$ cat src/rtl/exec_ctrl.sv
// Execution and program-load controller: turns front-panel controls into CPU step
// enables (manual, slow, fast) and owns the ROM write port while in edit mode.
module exec_ctrl #(
    parameter logic [31:0] SLOW_DIV = 32'd4_000_000,
    parameter logic [31:0] FAST_DIV = 32'd4_000
) (
    input  logic        clk,
    input  logic        rst,
    input  logic        next,
    input  logic        run,
    input  logic        speedRun,
    input  logic        edit,
    input  logic [7:0]  line,
    input  logic [31:0] code,
    input  logic        send,
    input  logic        halt,
    output logic        step_en,
    output logic        rom_we,
    output logic [7:0]  rom_waddr,
    output logic [31:0] rom_wdata,
    output logic        core_hold,
    output logic [2:0]  state,
    output logic [7:0]  load_count
);

    typedef enum logic [2:0] {
        S_IDLE = 3'd0,
        S_EDIT = 3'd1,
        S_RUN  = 3'd2,
        S_FAST = 3'd3,
        S_HALT = 3'd4
    } state_t;

    state_t      state_q, state_d;
    logic [31:0] div_q, div_d;
    logic        next_prev_q, next_prev_d;
    logic        send_prev_q, send_prev_d;
    logic        step_en_q, step_en_d;
    logic        rom_we_q, rom_we_d;
    logic [7:0]  rom_waddr_q, rom_waddr_d;
    logic [31:0] rom_wdata_q, rom_wdata_d;
    logic        core_hold_q, core_hold_d;
    logic [7:0]  load_count_q, load_count_d;

    logic        next_edge, send_edge, send_fire, running, at_term, stay;
    logic [31:0] div_term;

    assign next_edge = next & ~next_prev_q;
    assign send_edge = send & ~send_prev_q;

    always_ff @(posedge clk or negedge rst) begin
        if (!rst) begin
            state_q <= S_IDLE;
        end else begin
            state_q <= state_d;
        end
    end

    // Mode priority: edit > halt > speedRun > run > next.
    always_comb begin
        state_d = state_q;
        case (state_q)
            S_IDLE: begin
                if (edit)          state_d = S_EDIT;
                else if (halt)     state_d = S_IDLE;
                else if (speedRun) state_d = S_FAST;
                else if (run)      state_d = S_RUN;
            end
            S_EDIT: begin
                if (!edit) state_d = S_IDLE;
            end
            S_RUN: begin
                if (edit)          state_d = S_EDIT;
                else if (halt)     state_d = S_HALT;
                else if (speedRun) state_d = S_FAST;
                else if (!run)     state_d = S_IDLE;
            end
            S_FAST: begin
                if (edit)                state_d = S_EDIT;
                else if (halt)           state_d = S_HALT;
                else if (!speedRun &&  run) state_d = S_RUN;
                else if (!speedRun && !run) state_d = S_IDLE;
            end
            S_HALT: begin
                if (edit)                  state_d = S_EDIT;
                else if (!run && !speedRun) state_d = S_IDLE;
            end
            default: state_d = S_IDLE;
        endcase
    end

    always_comb begin
        running     = (state_q == S_RUN) || (state_q == S_FAST);
        div_term    = (state_q == S_FAST) ? (FAST_DIV - 32'd1) : (SLOW_DIV - 32'd1);
        at_term     = (div_q == div_term);
        stay        = (state_d == state_q);
        send_fire   = (state_q == S_EDIT) && edit && send_edge;

        next_prev_d = next;
        send_prev_d = send;

        // A pulse is only issued when the mode is not changing this cycle.
        step_en_d = 1'b0;
        if (state_q == S_IDLE && stay && !halt && next_edge) begin
            step_en_d = 1'b1;
        end
        if (running && stay && at_term) begin
            step_en_d = 1'b1;
        end

        div_d = 32'd0;
        if (running && stay && !at_term) begin
            div_d = div_q + 32'd1;
        end

        rom_we_d    = send_fire;
        rom_waddr_d = send_fire ? line : rom_waddr_q;
        rom_wdata_d = send_fire ? code : rom_wdata_q;

        load_count_d = load_count_q;
        if (state_q != S_EDIT && state_d == S_EDIT) begin
            load_count_d = 8'd0;
        end else if (send_fire && load_count_q != 8'hFF) begin
            load_count_d = load_count_q + 8'd1;
        end

        core_hold_d = (state_d == S_EDIT);
    end

    always_ff @(posedge clk or negedge rst) begin
        if (!rst) begin
            div_q        <= 32'd0;
            next_prev_q  <= 1'b0;
            send_prev_q  <= 1'b0;
            step_en_q    <= 1'b0;
            rom_we_q     <= 1'b0;
            rom_waddr_q  <= 8'd0;
            rom_wdata_q  <= 32'd0;
            core_hold_q  <= 1'b0;
            load_count_q <= 8'd0;
        end else begin
            div_q        <= div_d;
            next_prev_q  <= next_prev_d;
            send_prev_q  <= send_prev_d;
            step_en_q    <= step_en_d;
            rom_we_q     <= rom_we_d;
            rom_waddr_q  <= rom_waddr_d;
            rom_wdata_q  <= rom_wdata_d;
            core_hold_q  <= core_hold_d;
            load_count_q <= load_count_d;
        end
    end

    assign step_en    = step_en_q;
    assign rom_we     = rom_we_q;
    assign rom_waddr  = rom_waddr_q;
    assign rom_wdata  = rom_wdata_q;
    assign core_hold  = core_hold_q;
    assign state      = state_q;
    assign load_count = load_count_q;

endmodule

$ cat config.mk
export PLATFORM = sky130hd
export DESIGN_NAME = exec_ctrl
export DESIGN_NICKNAME = d
export VERILOG_FILES = /design/src/rtl/exec_ctrl.sv
export SDC_FILE = /design/constraint.sdc
export NUM_CORES = 1
export LEC_CHECK = 0
export ABC_AREA = 1
export CELL_PAD_IN_SITES_DETAIL_PLACEMENT = 2
export CELL_PAD_IN_SITES_GLOBAL_PLACEMENT = 2
export CORE_ASPECT_RATIO = 1.4
export CORE_MARGIN = 4
export CORE_UTILIZATION = 29
export DETAILED_ROUTE_END_ITERATION = 6
export PLACE_DENSITY_LB_ADDON = 0.1
export RECOVER_POWER = 25
export SLEW_MARGIN = 20
export SYNTH_ARGS = -nofsm -noshare
export SYNTH_HDL_FRONTEND = slang
export SYNTH_SLANG_ARGS = --single-unit
$ cat constraint.sdc
create_clock -name clk -period 1.7 [get_ports clk]
set_input_delay 0.34 -clock clk [delete_from_list [all_inputs] [get_ports clk]]
set_output_delay 0.34 -clock clk [all_outputs]
set_load 0.005 [all_outputs]
==> qor.yml, run 1 <==
layout:
  final_area_um2: 7280
  final_core_util: 0.464
  instances_no_fill: 975
  seq_area_um2: 2210
  fillers: 1736
  fin_nets: 824
  area_growth_pct: 56.0
  multi_input_area_um2: 2430
  drive_gt1_frac: 0.270
  n_antenna_cell: 0
power_and_ir_drop:
  p_sw_frac: 0.303
  finalPower_mw: 6.09
  cell_internal_pwr_mw: 4.25
  ir_drop_uv: 417
  p_leak_nw: 3.25
  p_sw_mw: 1.84
  cellPowerDensity_nw_per_um2: 837
  power_frac_comb: 0.261
  pwr-share-seq: 0.421
  power_frac_clock: 0.317
global_route:
  track_usage: 0.202
  gr-usage-met1: 0.212
  top_usage_layer: "met2"
  met2_usage: 0.387
  met3_usage: 0.0577
  grt_pass1_vias: 5413
  grt_pass1_wl_um: 28800
  grt.overflow.total: 0
  antenna_found_initial: 1
  grt_max_degree: 40
floorplan:
  coreArea_um2: 15700
  die_x_um: 115
  die_y_um: 158
  initial_core_util: 0.297
  io_pins: 102
  die_area_um2: 18200
  core.rowCount: 54
clock_tree:
  insertion_delay_ps: 350
  clock_sinks: 88
  cts_root_buf: "clkbuf_16"
  htree_levels: 3
  clk_path_buf_depth: 2
  numCtsBuffers: 9
  path_clk_slew_ps: 70
  cts_tree: "built"
logic_synthesis:
  ys.flop_type: "dfrtp_1"
  synthDistinctLibCells: 32
  synth-edff-count: 0
  synthCells: 601
  netlist_area_um2: 4660
  yosysWarningCount: 0
  ys_ff_latch: 88
  synthArstFlopShare: 1.00
  syn_avg_cell_area_um2: 7.76
  syn-num-nets: 651
  yosysSeqAreaShare: 0.472
sta:
  setup_slack_ps: -152
  clock.fmax_ghz: 0.540
  fin_crit_sh: 1.09
  finalCriticalPeriod_ps: 1850
  rsz0062_at_grt: "true"
  slew_headroom: 0.498
  finalHoldViolCount: 0
  tightestPinTransition_ps: 753
  slew_viol_final: 0
  fin_skew_ps: 10.9
  setup-tns-final_ps: -3970
  setup_viol: 37
place:
  io_buffers: 101
  placed_cells: 930
  gp_congestion: 0.788
  hpwlAfterDp_um: 13300
  placed_area_um2: 6300
worst_setup_path:
  required_ps: 1970
  crit_path_max_incr_delay_ps: 470
  worst_ep_arrival_time_ps: 2120
  path_buf_inv: 2
  critical_path.max_fanout: 6
  crit_path_frequent_cell: "nand2_2"
  crit_chain: "buf_6 > o21ai_4 > nand2_2 > nand3_2 > nand2_2 > nor2_4 > nand3_4 > clkbuf_16 > nor3_4"
  end_kind: "flip-flop"
  cpLargestDelayFamily: "simple AND/OR/NAND/NOR gates"
  worstSetupPathType: "reg2reg"
  worstSetupStartpointType: "flip-flop"
  crit_slowest_cell: "dfrtp_2"
flow_run:
  cap_violations: 0
routing:
  ant_nets: 0
  wl_per_cell_um: 21.2
  wl_um: 20600
  drt_iter0_drc: 116
  drt_first_pass_iters: 4
  vias: 4769
  vias_per_cell: 4.89
  drc_errors: 0
hold_path:
  hold_path.class: "reg2reg"
outcome:
  status: "finished with violations"
  violations: "negative setup slack"
cell usage after synthesis (2+ instances only):
| cell type | number | area share |
|---|---|---|
| nand2_1 | 253 | 0.20 |
| xor2_1 | 10 | 0.019 |
| buf_2 | 7 | 0.0075 |
| o21ai_1 | 2 | 0.0021 |
| o21ai_2 | 2 | 0.0038 |
| xnor2_1 | 8 | 0.015 |
| buf_4 | 5 | 0.0081 |
| nor3_1 | 3 | 0.0032 |
| nand4_1 | 6 | 0.0081 |
| ha_1 | 2 | 0.0054 |
| nand3_2 | 2 | 0.0043 |
| nor2_2 | 8 | 0.011 |
| o21ai_0 | 5 | 0.0054 |
| nor2_1 | 69 | 0.056 |
| nand3_1 | 31 | 0.033 |
| inv_1 | 44 | 0.035 |
| dfrtp_1 | 88 | 0.47 |
| buf_6 | 4 | 0.0097 |
| nor3_2 | 30 | 0.064 |
| inv_2 | 7 | 0.0056 |
| nand2_2 | 4 | 0.0054 |
placed cells by master (no fill, tap or decap), types with 4 or more instances in the layout:
| cell | n |
|---|---|
| buf_12 | 10 |
| buf_4 | 49 |
| buf_6 | 9 |
| clkbuf_16 | 16 |
| clkdlybuf4s50_1 | 92 |
| clkinv_4 | 4 |
| dfrtp_1 | 79 |
| dfrtp_2 | 9 |
| inv_1 | 41 |
| inv_2 | 7 |
| nand2_1 | 233 |
| nand2_2 | 18 |
| nand2_4 | 6 |
| nand3_1 | 26 |
| nand3_2 | 7 |
| nand4_1 | 6 |
| nor2_1 | 58 |
| nor2_2 | 13 |
| nor2_4 | 7 |
| nor3_2 | 26 |
| nor3_4 | 8 |
| o21ai_1 | 4 |
| xnor2_1 | 8 |
| xor2_1 | 10 |
area by class of cell:
| type | instances | share of cell area |
|---|---|---|
| flip-flops and latches | 88 | 0.304 |
| inverters | 51 | 0.0291 |
| clock buffers | 9 | 0.0310 |
| repair buffers | 178 | 0.260 |
| well taps | 196 | 0.0337 |
| clock inverters | 7 | 0.00774 |
| multi-input cells | 446 | 0.334 |
registers in the layout (all words and copies together), names as in the netlist:
name / count
load_count: 8
rom_wdata: 32
step_en: 1
div_q: 32
core_hold: 1
state: 3
rom_we: 1
next_prev_q: 1
rom_waddr: 8
send_prev_q: 1
cells by family (layout without fill, tap and decap cells):
| logic type | count (synthesis) | count (layout) | synth area share |
|---|---|---|---|
| flip-flops | 88 | 88 | 0.472 |
| AO/OA/AOI/OAI | 13 | 13 | 0.0180 |
| buffers and inverters | 68 | 245 | 0.0671 |
| adder cells (fa/ha/maj) | 2 | 2 | 0.00537 |
| XOR/XNOR | 18 | 18 | 0.0338 |
| AND/OR/NAND/NOR | 412 | 413 | 0.404 |
timing repair:
item                                    CTS  global route
buffers inserted                          8            11
endpoints found under the setup margin   39            78
gates resized for setup                  21            85
endpoints found under the hold margin    22             0
pin swaps                                 2             6
hold buffers                              1             0
cloned                                    0             9
power groups by stage:
| stage | Clock (mW) | Sequential [mW] | Combinational, mW |
|---|---|---|---|
| detailed placement | 0 | 2.58 | 1.35 |
| CTS | 1.98 | 2.55 | 1.39 |
| floorplan | 0 | 2.57 | 0.399 |
| global placement | 0 | 2.57 | 1.32 |
| finish | 1.93 | 2.56 | 1.59 |
| global route | 2.08 | 2.61 | 1.73 |
metrics by stage:
stage	worst slack [ps]	hold slack (ps)
after floorplan	161	44.4
after global placement	-172	282
after detailed placement	-243	293
after CTS	-19.1	460
after global routing	-226	504
final	-152	477
final timing paths:
path	startpoint	endpoint	slack (ps)	cells after the start
worst min register to register	rom_wdata[31]$_DFFE_PN0P_	rom_wdata[31]$_DFFE_PN0P_	480	2
worst max register to register	state[1]$_DFF_PN0_	div_q[7]$_DFF_PN0_	-150	9
worst min-delay path	rom_wdata[31]$_DFFE_PN0P_	rom_wdata[31]$_DFFE_PN0P_	480	2
worst max-delay path	state[1]$_DFF_PN0_	div_q[7]$_DFF_PN0_	-150	9
max in group asynchronous	rst	div_q[21]$_DFF_PN0_	430	3
min in group asynchronous	rst	div_q[22]$_DFF_PN0_	590	2
routing by layer:
layer,part of all wire,vias to the layer above
met3,0.050,34
met1,0.36,2425
met2,0.56,101
met5,0.00063,-
li1,-,2207
met4,0.028,2
worst register-to-register path: stages, from the launching register on:
cell,delay (ps)
dfrtp_2,470
buf_6,140
o21ai_4,170
nand2_2,110
nand3_2,90
nand2_2,90
nor2_4,130
nand3_4,210
clkbuf_16,250
nor3_4,120
No activity file was read; power rests on OpenSTA's default activity.
==> run 2: changes to the inputs <==
--- a/config.mk
+++ b/config.mk
@@ -10,7 +10,7 @@
 export CELL_PAD_IN_SITES_GLOBAL_PLACEMENT = 2
 export CORE_ASPECT_RATIO = 1.4
 export CORE_MARGIN = 4
-export CORE_UTILIZATION = 29
+export CORE_UTILIZATION = 31
 export DETAILED_ROUTE_END_ITERATION = 6
 export PLACE_DENSITY_LB_ADDON = 0.1
 export RECOVER_POWER = 25
==> constraint.sdc (replaced) <==
create_clock -name clk -period 2.3 [get_ports clk]
set_input_delay 0.46 -clock clk [delete_from_list [all_inputs] [get_ports clk]]
set_output_delay 0.46 -clock clk [all_outputs]
set_load 0.005 [all_outputs]
==> qor.yml, run 2 (synthesis results as in run 1) <==
outcome:
  status: "completed"
sta:
  slew_headroom: 0.346  # -0.152
  setup-tns-final_ps: 0  # +3970 ps
  finalCriticalPeriod_ps: 1990  # +135 ps
  finalHoldViolCount: 0  # unchanged
  fin_skew_ps: 5.60  # -5.34 ps
  setup_viol: 0  # -100%
  tightestPinTransition_ps: 981  # +228 ps
  setup_slack_ps: 314  # +465 ps
  holdWs_ps: 259  # -218 ps
  clock.fmax_ghz: 0.503  # -6.8%
  rsz0062_at_grt: "false"
  fin_crit_sh: 0.864  # -0.226
  slew_viol_final: 0  # unchanged
routing:
  wl_um: 16100  # -22%
  drc_errors: 0  # unchanged
  ant_nets: 0  # unchanged
  drt_iter0_drc: 117  # +0.86%
  vias: 4353  # -8.7%
  vias_per_cell: 4.84  # -1.0%
  drt_first_pass_iters: 5  # +1
  wl_per_cell_um: 17.9  # -16%
clock_tree:
  cts_root_buf: "clkbuf_16"
  cts_hold_buffers: 0  # -1
  clk_path_buf_depth: 2  # unchanged
  path_clk_slew_ps: 70  # about the same
  insertion_delay_ps: 340  # about the same
  numCtsBuffers: 9  # unchanged
  clock_sinks: 88  # unchanged
  cts_tree: "built"
  cts_resized: 0  # -100%
  htree_levels: 3  # unchanged
  postCtsSetupBuffers: 0  # -8
power_and_ir_drop:
  finalPower_mw: 4.36  # -28%
  ir_drop_uv: 312  # -25%
  cellPowerDensity_nw_per_um2: 704  # -16%
  p_leak_nw: 2.66  # -18%
floorplan:
  die_x_um: 112  # -3.1%
  io_pins: 102  # unchanged
  initial_core_util: 0.319  # +0.0211
  core.rowCount: 52  # -3.7%
  die_area_um2: 17100  # -6.1%
  coreArea_um2: 14600  # -6.6%
  die_y_um: 153  # -3.1%
place:
  pre_cts_ws_ps: 101  # +344 ps
  hpwlAfterDp_um: 12200  # -8.3%
  gp_congestion: 0.831  # +5.4%
  io_buffers: 101  # unchanged
  placed_cells: 883  # -5.1%
  placed_area_um2: 5900  # -6.3%
layout:
  final_core_util: 0.423  # -0.0410
  final_common_cell: "nand2_1"
  instances_no_fill: 899  # -7.8%
  final_area_um2: 6190  # -15%
  area_growth_pct: 32.8
  fin_nets: 755  # -8.4%
  n_antenna_cell: 0  # unchanged
  fillers: 1703  # -1.9%
  layout_common_cells: "253 x nand2_1, 98 x clkdlybuf4s50_1, 88 x dfrtp_1"
  drive_gt1_frac: 0.120  # -0.150
global_route:
  grt_pass1_wl_um: 26600  # -7.5%
  grt_pass1_vias: 5125  # -5.3%
  grt_max_degree: 41  # +2.5%
  grt.overflow.total: 0  # unchanged
  antenna_found_initial: 0  # -1
  track_usage: 0.193  # -0.00875
worst_setup_path:
  worst_ep_arrival_time_ps: 2200  # +80 ps
  end_kind: "flip-flop"
  required_ps: 2520  # +550 ps
  critical_path.max_fanout: 32  # +26
  reg2reg_slack_ps: 310  # +470 ps
  cp-startpoint: "div_q[0]$_DFF_PN0_"
  worstSetupStartpointType: "flip-flop"
  worstSetupPathType: "reg2reg"
  reg2reg_to: "div_q[13]$_DFF_PN0_"
  r2r_start: "div_q[0]$_DFF_PN0_"
  r2r_cells: 9  # unchanged
hold_path:
  hold_path.class: "in2async"
flow_run:
  cap_violations: 0  # unchanged
[run 2: changes by cell type in the layout (fill, tap and decap cells not counted), sizes merged, moves of 3 or more]
cell | previous run | this run
clkbuf | 17 | 14
clkdlybuf4s50 | 92 | 98
buf | 69 | 8
clkinv | 5 | 1
dlygate4sd2 | 3 | 0
dlymetal6s2s | 3 | 0
[run 2: final cells by class]
type                       instances  area (um^2)  share of cell area
clock buffer                      12          256              0.0414
sequential                        88         2200               0.355
tap                              189          236              0.0382
inverter                          51          191              0.0309
clock inverter                     4         51.3             0.00828
timing repair buffer             110         1110               0.179
multi-input combinational        445         2150               0.347
[run 2: worst max path at each step]
stage	end	slack (ps)	cells after the start
floorplan	div_q[12]$_DFF_PN0_	760	9
global placement	rom_waddr[7]$_DFFE_PN0P_	170	6
detailed placement	rom_wdata[19]$_DFFE_PN0P_	100	6
CTS	div_q[13]$_DFF_PN0_	240	9
global route	div_q[31]$_DFF_PN0_	160	9
finish	div_q[13]$_DFF_PN0_	310	9
[run 2: per-layer routing]
layer | vias up | track usage | wire length, um
li1 | 2059 | - | -
met1 | 2186 | 0.202 | 5880
met2 | 85 | 0.364 | 8860
met3 | 23 | 0.0570 | 953
met4 | 0 | 0.0638 | 352
met5 | - | 0 | 0
[run 2: worst max-delay path, stage by stage, from the launching register on]
cell and delay [ps]:
dfrtp_1 430, ha_1 340, nand2_2 120, inv_1 70, nand4_1 70, nor2_1 250
nand3_1 110, nand2_1 120, buf_12 250, nor3_2 90
[run 2: report_power, final]
part | internal, mW | switching (mW)
registers | 1.74 | 0.140
logic | 0.518 | 0.411
clock network | 0.906 | 0.643
